## src/rtl/byte_port_arbiter_pkg.sv

```systemverilog
// Shared types and constants for the byte-wide round-robin port arbiter.
package byte_arb_pkg;

    typedef enum logic {
        IDLE = 1'b0,
        XFER = 1'b1
    } arb_state_t;

    localparam int N_REQ_DEF     = 4;
    localparam int MAX_BURST_DEF = 16;

    // Index width that never collapses to zero bits for tiny requester counts.
    function automatic int clog2_min1(input int value);
        return (value <= 2) ? 1 : $clog2(value);
    endfunction

endpackage

```

## src/rtl/byte_port_arbiter_if.sv

```systemverilog
// Requester-side and sink-side streaming signals of the arbiter.
// The master modport is the arbiter itself; slave is the surrounding logic.
interface byte_port_arbiter_if
    import byte_arb_pkg::*;
#(
    parameter int N_REQ  = N_REQ_DEF,
    parameter int DATA_W = 8
);
    logic [N_REQ-1:0]        req_valid;
    logic [N_REQ*DATA_W-1:0] req_data;
    logic [N_REQ-1:0]        req_last;
    logic [N_REQ-1:0]        req_ready;
    logic                    out_valid;
    logic [DATA_W-1:0]       out_data;
    logic                    out_last;
    logic                    out_ready;

    modport master (
        input  req_valid, req_data, req_last, out_ready,
        output req_ready, out_valid, out_data, out_last
    );

    modport slave (
        output req_valid, req_data, req_last, out_ready,
        input  req_ready, out_valid, out_data, out_last
    );
endinterface

```

## src/rtl/byte_port_arbiter_rr_priority_picker.sv

```systemverilog
// Combinational round-robin picker: first set request at or after i_rr_ptr,
// wrapping modulo N_REQ.
module rr_priority_picker
    import byte_arb_pkg::*;
#(
    parameter  int N_REQ = N_REQ_DEF,
    localparam int ID_W  = clog2_min1(N_REQ)
) (
    input  logic [N_REQ-1:0] i_req,
    input  logic [ID_W-1:0]  i_rr_ptr,
    output logic [ID_W-1:0]  o_winner,
    output logic             o_any_req
);

    logic [N_REQ-1:0] w_rot;
    int               w_sum;

    // Rotate so bit 0 is the pointer position; scanning downward leaves the
    // lowest rotated bit (closest to the pointer) as the final winner.
    always_comb begin
        w_rot     = N_REQ'({i_req, i_req} >> i_rr_ptr);
        o_any_req = |i_req;
        o_winner  = '0;
        w_sum     = 0;
        for (int k = N_REQ - 1; k >= 0; k--) begin
            if (w_rot[k]) begin
                w_sum = int'(i_rr_ptr) + k;
                if (w_sum >= N_REQ) begin
                    w_sum = w_sum - N_REQ;
                end
                o_winner = ID_W'(w_sum);
            end
        end
    end

endmodule

```

## src/rtl/byte_port_arbiter.sv

```systemverilog
// Round-robin arbiter sharing one byte-wide valid/ready output between
// N_REQ requesters; a grant is held for a whole burst (last beat or MAX_BURST).
module byte_port_arbiter
    import byte_arb_pkg::*;
#(
    parameter  int N_REQ     = N_REQ_DEF,
    parameter  int DATA_W    = 8,
    parameter  int MAX_BURST = MAX_BURST_DEF,
    localparam int ID_W      = clog2_min1(N_REQ)
) (
    input  logic                clk,
    input  logic                rst,
    byte_port_arbiter_if.master bus,
    output logic [ID_W-1:0]     grant_id,
    output logic                busy
);

    localparam int                CNT_W     = $clog2(MAX_BURST + 1);
    localparam logic [CNT_W-1:0]  LAST_BEAT = CNT_W'(MAX_BURST - 1);
    localparam logic [ID_W-1:0]   LAST_ID   = ID_W'(N_REQ - 1);

    arb_state_t       r_state,    w_state_nxt;
    logic [ID_W-1:0]  r_rr_ptr,   w_rr_ptr_nxt;
    logic [ID_W-1:0]  r_grant_id, w_grant_id_nxt;
    logic [CNT_W-1:0] r_beat_cnt, w_beat_cnt_nxt;

    logic [ID_W-1:0]  w_winner;
    logic             w_any_req;
    logic             w_out_valid;
    logic             w_out_last;
    logic             w_accept;

    rr_priority_picker #(
        .N_REQ (N_REQ)
    ) u_picker (
        .i_req     (bus.req_valid),
        .i_rr_ptr  (r_rr_ptr),
        .o_winner  (w_winner),
        .o_any_req (w_any_req)
    );

    always_ff @(posedge clk or negedge rst) begin
        if (!rst) begin
            r_state    <= IDLE;
            r_rr_ptr   <= '0;
            r_grant_id <= '0;
            r_beat_cnt <= '0;
        end else begin
            r_state    <= w_state_nxt;
            r_rr_ptr   <= w_rr_ptr_nxt;
            r_grant_id <= w_grant_id_nxt;
            r_beat_cnt <= w_beat_cnt_nxt;
        end
    end

    // The owner's handshake is passed straight through; the grant only moves
    // after an accepted beat carrying out_last (requester last or forced cap).
    always_comb begin
        w_state_nxt    = r_state;
        w_rr_ptr_nxt   = r_rr_ptr;
        w_grant_id_nxt = r_grant_id;
        w_beat_cnt_nxt = r_beat_cnt;
        w_out_valid    = 1'b0;
        w_out_last     = 1'b0;
        w_accept       = 1'b0;
        bus.req_ready  = '0;
        bus.out_data   = '0;

        case (r_state)
            IDLE: begin
                if (w_any_req) begin
                    w_grant_id_nxt = w_winner;
                    w_state_nxt    = XFER;
                end
            end
            XFER: begin
                w_out_valid               = bus.req_valid[r_grant_id];
                bus.out_data              = bus.req_data[int'(r_grant_id)*DATA_W +: DATA_W];
                bus.req_ready[r_grant_id] = bus.out_ready;
                w_out_last                = bus.req_last[r_grant_id] | (r_beat_cnt == LAST_BEAT);
                w_accept                  = w_out_valid & bus.out_ready;
                if (w_accept) begin
                    if (w_out_last) begin
                        w_state_nxt    = IDLE;
                        w_beat_cnt_nxt = '0;
                        w_rr_ptr_nxt   = (r_grant_id == LAST_ID) ? '0 : r_grant_id + 1'b1;
                    end else begin
                        w_beat_cnt_nxt = r_beat_cnt + 1'b1;
                    end
                end
            end
            default: begin
                w_state_nxt = IDLE;
            end
        endcase

        bus.out_valid = w_out_valid;
        bus.out_last  = w_out_last;
    end

    assign grant_id = r_grant_id;
    assign busy     = (r_state == XFER);

endmodule

```

## src/flat_wrapper.sv

```systemverilog
// flat-port wrapper written by rule: the top's interface ports become plain ports
module byte_port_arbiter_flat import byte_arb_pkg::*;
#(
    parameter  int N_REQ     = N_REQ_DEF,
    parameter  int DATA_W    = 8,
    parameter  int MAX_BURST = MAX_BURST_DEF,
    localparam int ID_W      = clog2_min1(N_REQ)
)
  (clk, rst, grant_id, busy, bus_req_valid, bus_req_data, bus_req_last, bus_out_ready, bus_req_ready, bus_out_valid, bus_out_data, bus_out_last);
  byte_port_arbiter_if #(.N_REQ(N_REQ), .DATA_W(DATA_W)) bus_i ();
  input  logic clk;
  input  logic rst;
  output logic [ID_W-1:0] grant_id;
  output logic busy;
  input wire logic [$bits(bus_i.req_valid)-1:0] bus_req_valid;
  input wire logic [$bits(bus_i.req_data)-1:0] bus_req_data;
  input wire logic [$bits(bus_i.req_last)-1:0] bus_req_last;
  input wire logic [$bits(bus_i.out_ready)-1:0] bus_out_ready;
  output wire logic [$bits(bus_i.req_ready)-1:0] bus_req_ready;
  output wire logic [$bits(bus_i.out_valid)-1:0] bus_out_valid;
  output wire logic [$bits(bus_i.out_data)-1:0] bus_out_data;
  output wire logic [$bits(bus_i.out_last)-1:0] bus_out_last;
  assign bus_i.req_valid = bus_req_valid;
  assign bus_i.req_data = bus_req_data;
  assign bus_i.req_last = bus_req_last;
  assign bus_i.out_ready = bus_out_ready;
  assign bus_req_ready = bus_i.req_ready;
  assign bus_out_valid = bus_i.out_valid;
  assign bus_out_data = bus_i.out_data;
  assign bus_out_last = bus_i.out_last;
  byte_port_arbiter #(.N_REQ(N_REQ), .DATA_W(DATA_W), .MAX_BURST(MAX_BURST)) u_core (.clk(clk), .rst(rst), .bus(bus_i), .grant_id(grant_id), .busy(busy));
endmodule
```

## config.mk

```make
export PLATFORM = sky130hd
export DESIGN_NAME = byte_port_arbiter_flat
export DESIGN_NICKNAME = d
export VERILOG_FILES = /design/src/rtl/byte_port_arbiter_pkg.sv /design/src/rtl/byte_port_arbiter_if.sv /design/src/rtl/byte_port_arbiter_rr_priority_picker.sv /design/src/rtl/byte_port_arbiter.sv /design/src/flat_wrapper.sv
export SDC_FILE = /design/constraint.sdc
export NUM_CORES = 1
export LEC_CHECK = 0
export BUFFER_PORTS_ARGS = -buffer_cell sky130_fd_sc_hd__buf_2
export CAP_MARGIN = 20
export CELL_PAD_IN_SITES_DETAIL_PLACEMENT = 0
export CELL_PAD_IN_SITES_GLOBAL_PLACEMENT = 1
export CORE_MARGIN = 3
export CORE_UTILIZATION = 30
export DETAILED_ROUTE_END_ITERATION = 7
export PLACE_DENSITY = 0.76
export SYNTH_ARGS = -nofsm -noshare
export SYNTH_HDL_FRONTEND = slang
export SYNTH_SLANG_ARGS = --single-unit
```

## constraint.sdc

```tcl
create_clock -name clk -period 2.4 [get_ports clk]
set_input_delay 0.12 -clock clk [delete_from_list [all_inputs] [get_ports clk]]
set_output_delay 0.12 -clock clk [all_outputs]
set_load 0.02 [all_outputs]
```

==> reports/metrics.cfg <==
[routing]
vias = 970
final_antenna_net_count = 0
routed_via_density = 5.389
drt_wl_total_mm = 2.758
wl_per_cell_microns = 15.32
drtPass1Iterations = 4
drt_first_iter_violations = 43
drc = 0

[grt]
antenna_found_initial = 0
grt-ovfl-total = 0
grt_pass1_wl_mm = 3.967
grt_pass1_vias = 868
grt_max_degree = 21
grtUsageTotal_pct = 14.26

[sta]
layout_min_cycle_time_ns = 1.982
relSlewSlack_pct = 59.20
rsz0062_at_grt = no
fin_setup_tns_ns = 0
slew_violations = 0
worst_pin_slew_ns = 0.6064
final.period_utilization_pct = 82.59
setup_viol = 0
finalHoldViolCount = 0
clock.fmax_mhz = 504.5
worst_slack_ns = 0.4178
hold-worst-slack_ns = 0.1967
skew_ns = 0.001078

[cts]
post-cts-setup-buffers = 0
cts_tree = built
cts.clk_slew.worst_paths_ns = 0.06
cts_root_buffer = clkbuf_4
cts_sinks = 10
clock_latency_ns = 0.26
cts-buffers-inserted = 3
htree_num_levels = 1
cts_buffer_depth = 2

[layout]
diodes = 0
nNetsFinal = 199
final_cell_mix = 59 x buf_2, 10 x and2_1, 10 x dfrtp_1
post-route-cell-area_sq_um = 1296
mostFrequentLayoutCell = buf_2
synthToLayoutAreaGrowth_pct = 41.14
drive_above_1_share_pct = 52.35

[setup_path]
cp_cell_sequence = buf_4, mux4_1, and2_1, buf_2
path_class = register to primary output
cpMaxStageDelayCell = mux4_1
crit-reg2reg-launch = u_core.grant_id[0]$_DFFE_PN0P_
startpoint = u_core.grant_id[0]$_DFFE_PN0P_
cp-start-kind = register
crit_path_end_kind = primary output
required_ns = 2.28
crit_arrival_ns = 1.86
path_max_fanout = 12
slowest_delay_ns = 0.55

[logic_synthesis]
synthCells = 87
netlist_area_sq_um = 918.4
syn_nets = 136
syn-mean-instance-area_sq_um = 10.56
seq_area_frac_synth_pct = 27.25
synth_edf_count = 0
ys_types = 28
yosys_warnings = 0
async_reset_ff_share_pct = 100.0
ys_ff_latch = 10
synthFlopType = dfrtp_1

[power]
p_sw_mw = 0.6160
p_int_mw = 0.7391
pwr_density_cell_nw_per_um2 = 1045
vdd_drop_max_mv = 0.5449
p_clk_share_pct = 10.9
seqPwrFrac_pct = 24.3
p_leak_nw = 0.6549
swShare_pct = 45.46
p_comb_share_pct = 64.8

[floorplanning]
fp.dieW_microns = 61.33
dieArea_sq_um = 3761
row_count = 19
start_util_pct = 32.46
die_h_microns = 61.33
io_pins = 60
core-area_sq_um = 2829

[place]
post-place-ws_ns = 0.6235
place_hpwl_mm = 2.288
placed_cell_area_sq_um = 1250
gp_congestion = 0.8462
portBuffers = 59

[outcome]
status = finished, final reports clean

[hold_path]
min_path_type = input pin to register
hp-start = bus_req_valid[3]

[flow_run]
maxCapViolCount = 0

worst paths after layout:
kind	endpoint	slack, ns	depth (start not counted)
worst max-delay path	bus_out_data[7]	0.42	4
worst min-delay path	u_core.grant_id[1]$_DFFE_PN0P_	0.20	3
worst max register to register	u_core.r_rr_ptr[1]$_DFFE_PN0P_	0.61	4
worst min register to register	u_core.r_beat_cnt[1]$_DFFE_PN0P_	0.51	2
max in group asynchronous	u_core.r_beat_cnt[3]$_DFFE_PN0P_	1.97	2
min in group asynchronous	u_core.busy$_DFF_PN0_	0.24	2
worst max-delay path: cells and delay by family, from the launching register on:
| kind | cells | cell delay [ns] |
|---|---|---|
| mux | 1 | 0.55 |
| flops | 1 | 0.46 |
| buf+inv | 2 | 0.42 |
| simple gates | 1 | 0.16 |
sequential cells by signal, summed over array words and instances, names as in the netlist:
name and cells:
u_core.r_beat_cnt 5, u_core.grant_id 2, u_core.r_rr_ptr 2, u_core.busy 1
power by group through the flow:
stage,clock network (mW),logic [mW],registers [mW]
2_1_floorplan,0,0.627,0.322
3_3_place_gp,0,0.884,0.327
3_5_place_dp,0,0.887,0.330
4_1_cts,0.154,0.892,0.329
5_1_grt,0.160,0.974,0.345
6_report,0.148,0.878,0.329
stage by stage:
stage	std cells	power, mW	utilization (%)
CTS	180	1.375	45.82
floorplan	87	0.9497	-
finish	180	1.355	45.82
global route	180	1.479	45.82
detailed placement	175	1.217	44.18
global placement	175	1.210	44.18
cells by family after synthesis:
kind of cell,Yosys count,share of synthesized area [%]
AND/OR/NAND/NOR,33,20.85
AO/OA/AOI/OAI,16,12.13
multiplexers,12,27.25
buffers and inverters,10,4.360
flip-flops,10,27.25
adder cells (fa/ha/maj),6,8.174
cells in the mapped netlist (2+ instances only):
library cell  instances  area share, %
a21oi_1               2            1.1
inv_1                 6            2.5
and2_1               10            6.8
o22ai_1               3            2.0
mux4_2                9             22
buf_2                 2            1.1
dfrtp_1              10             27
ha_1                  6            8.2
nand2_1               6            2.5
nand3_1               5            2.7
and3_1                5            3.4
o21ai_0               5            2.7
clkbuf_1              2           0.82
nor2_1                2           0.82
layout make-up:
type                    count  area (sq um)
fillers                   267          1533
multi-input cells          67         628.1
repair buffers             62         320.3
flip-flops and latches     10         250.2
well taps                  31         38.79
clock buffers               4         36.28
inverters                   6         22.52
layer usage:
metal / GRT usage, % / wire length [microns]
met1: 15.89 / 1041
met2: 26.89 / 1328
met3: 3.564 / 367
met4: 3.636 / 21
met5: 0 / 0
timing repair:
item / CTS / global route
hold endpoints to repair: 10 / 0
hold buffers: 1 / 0
gates resized for setup: 0 / 0
No activity file was read; power rests on OpenSTA's default activity.
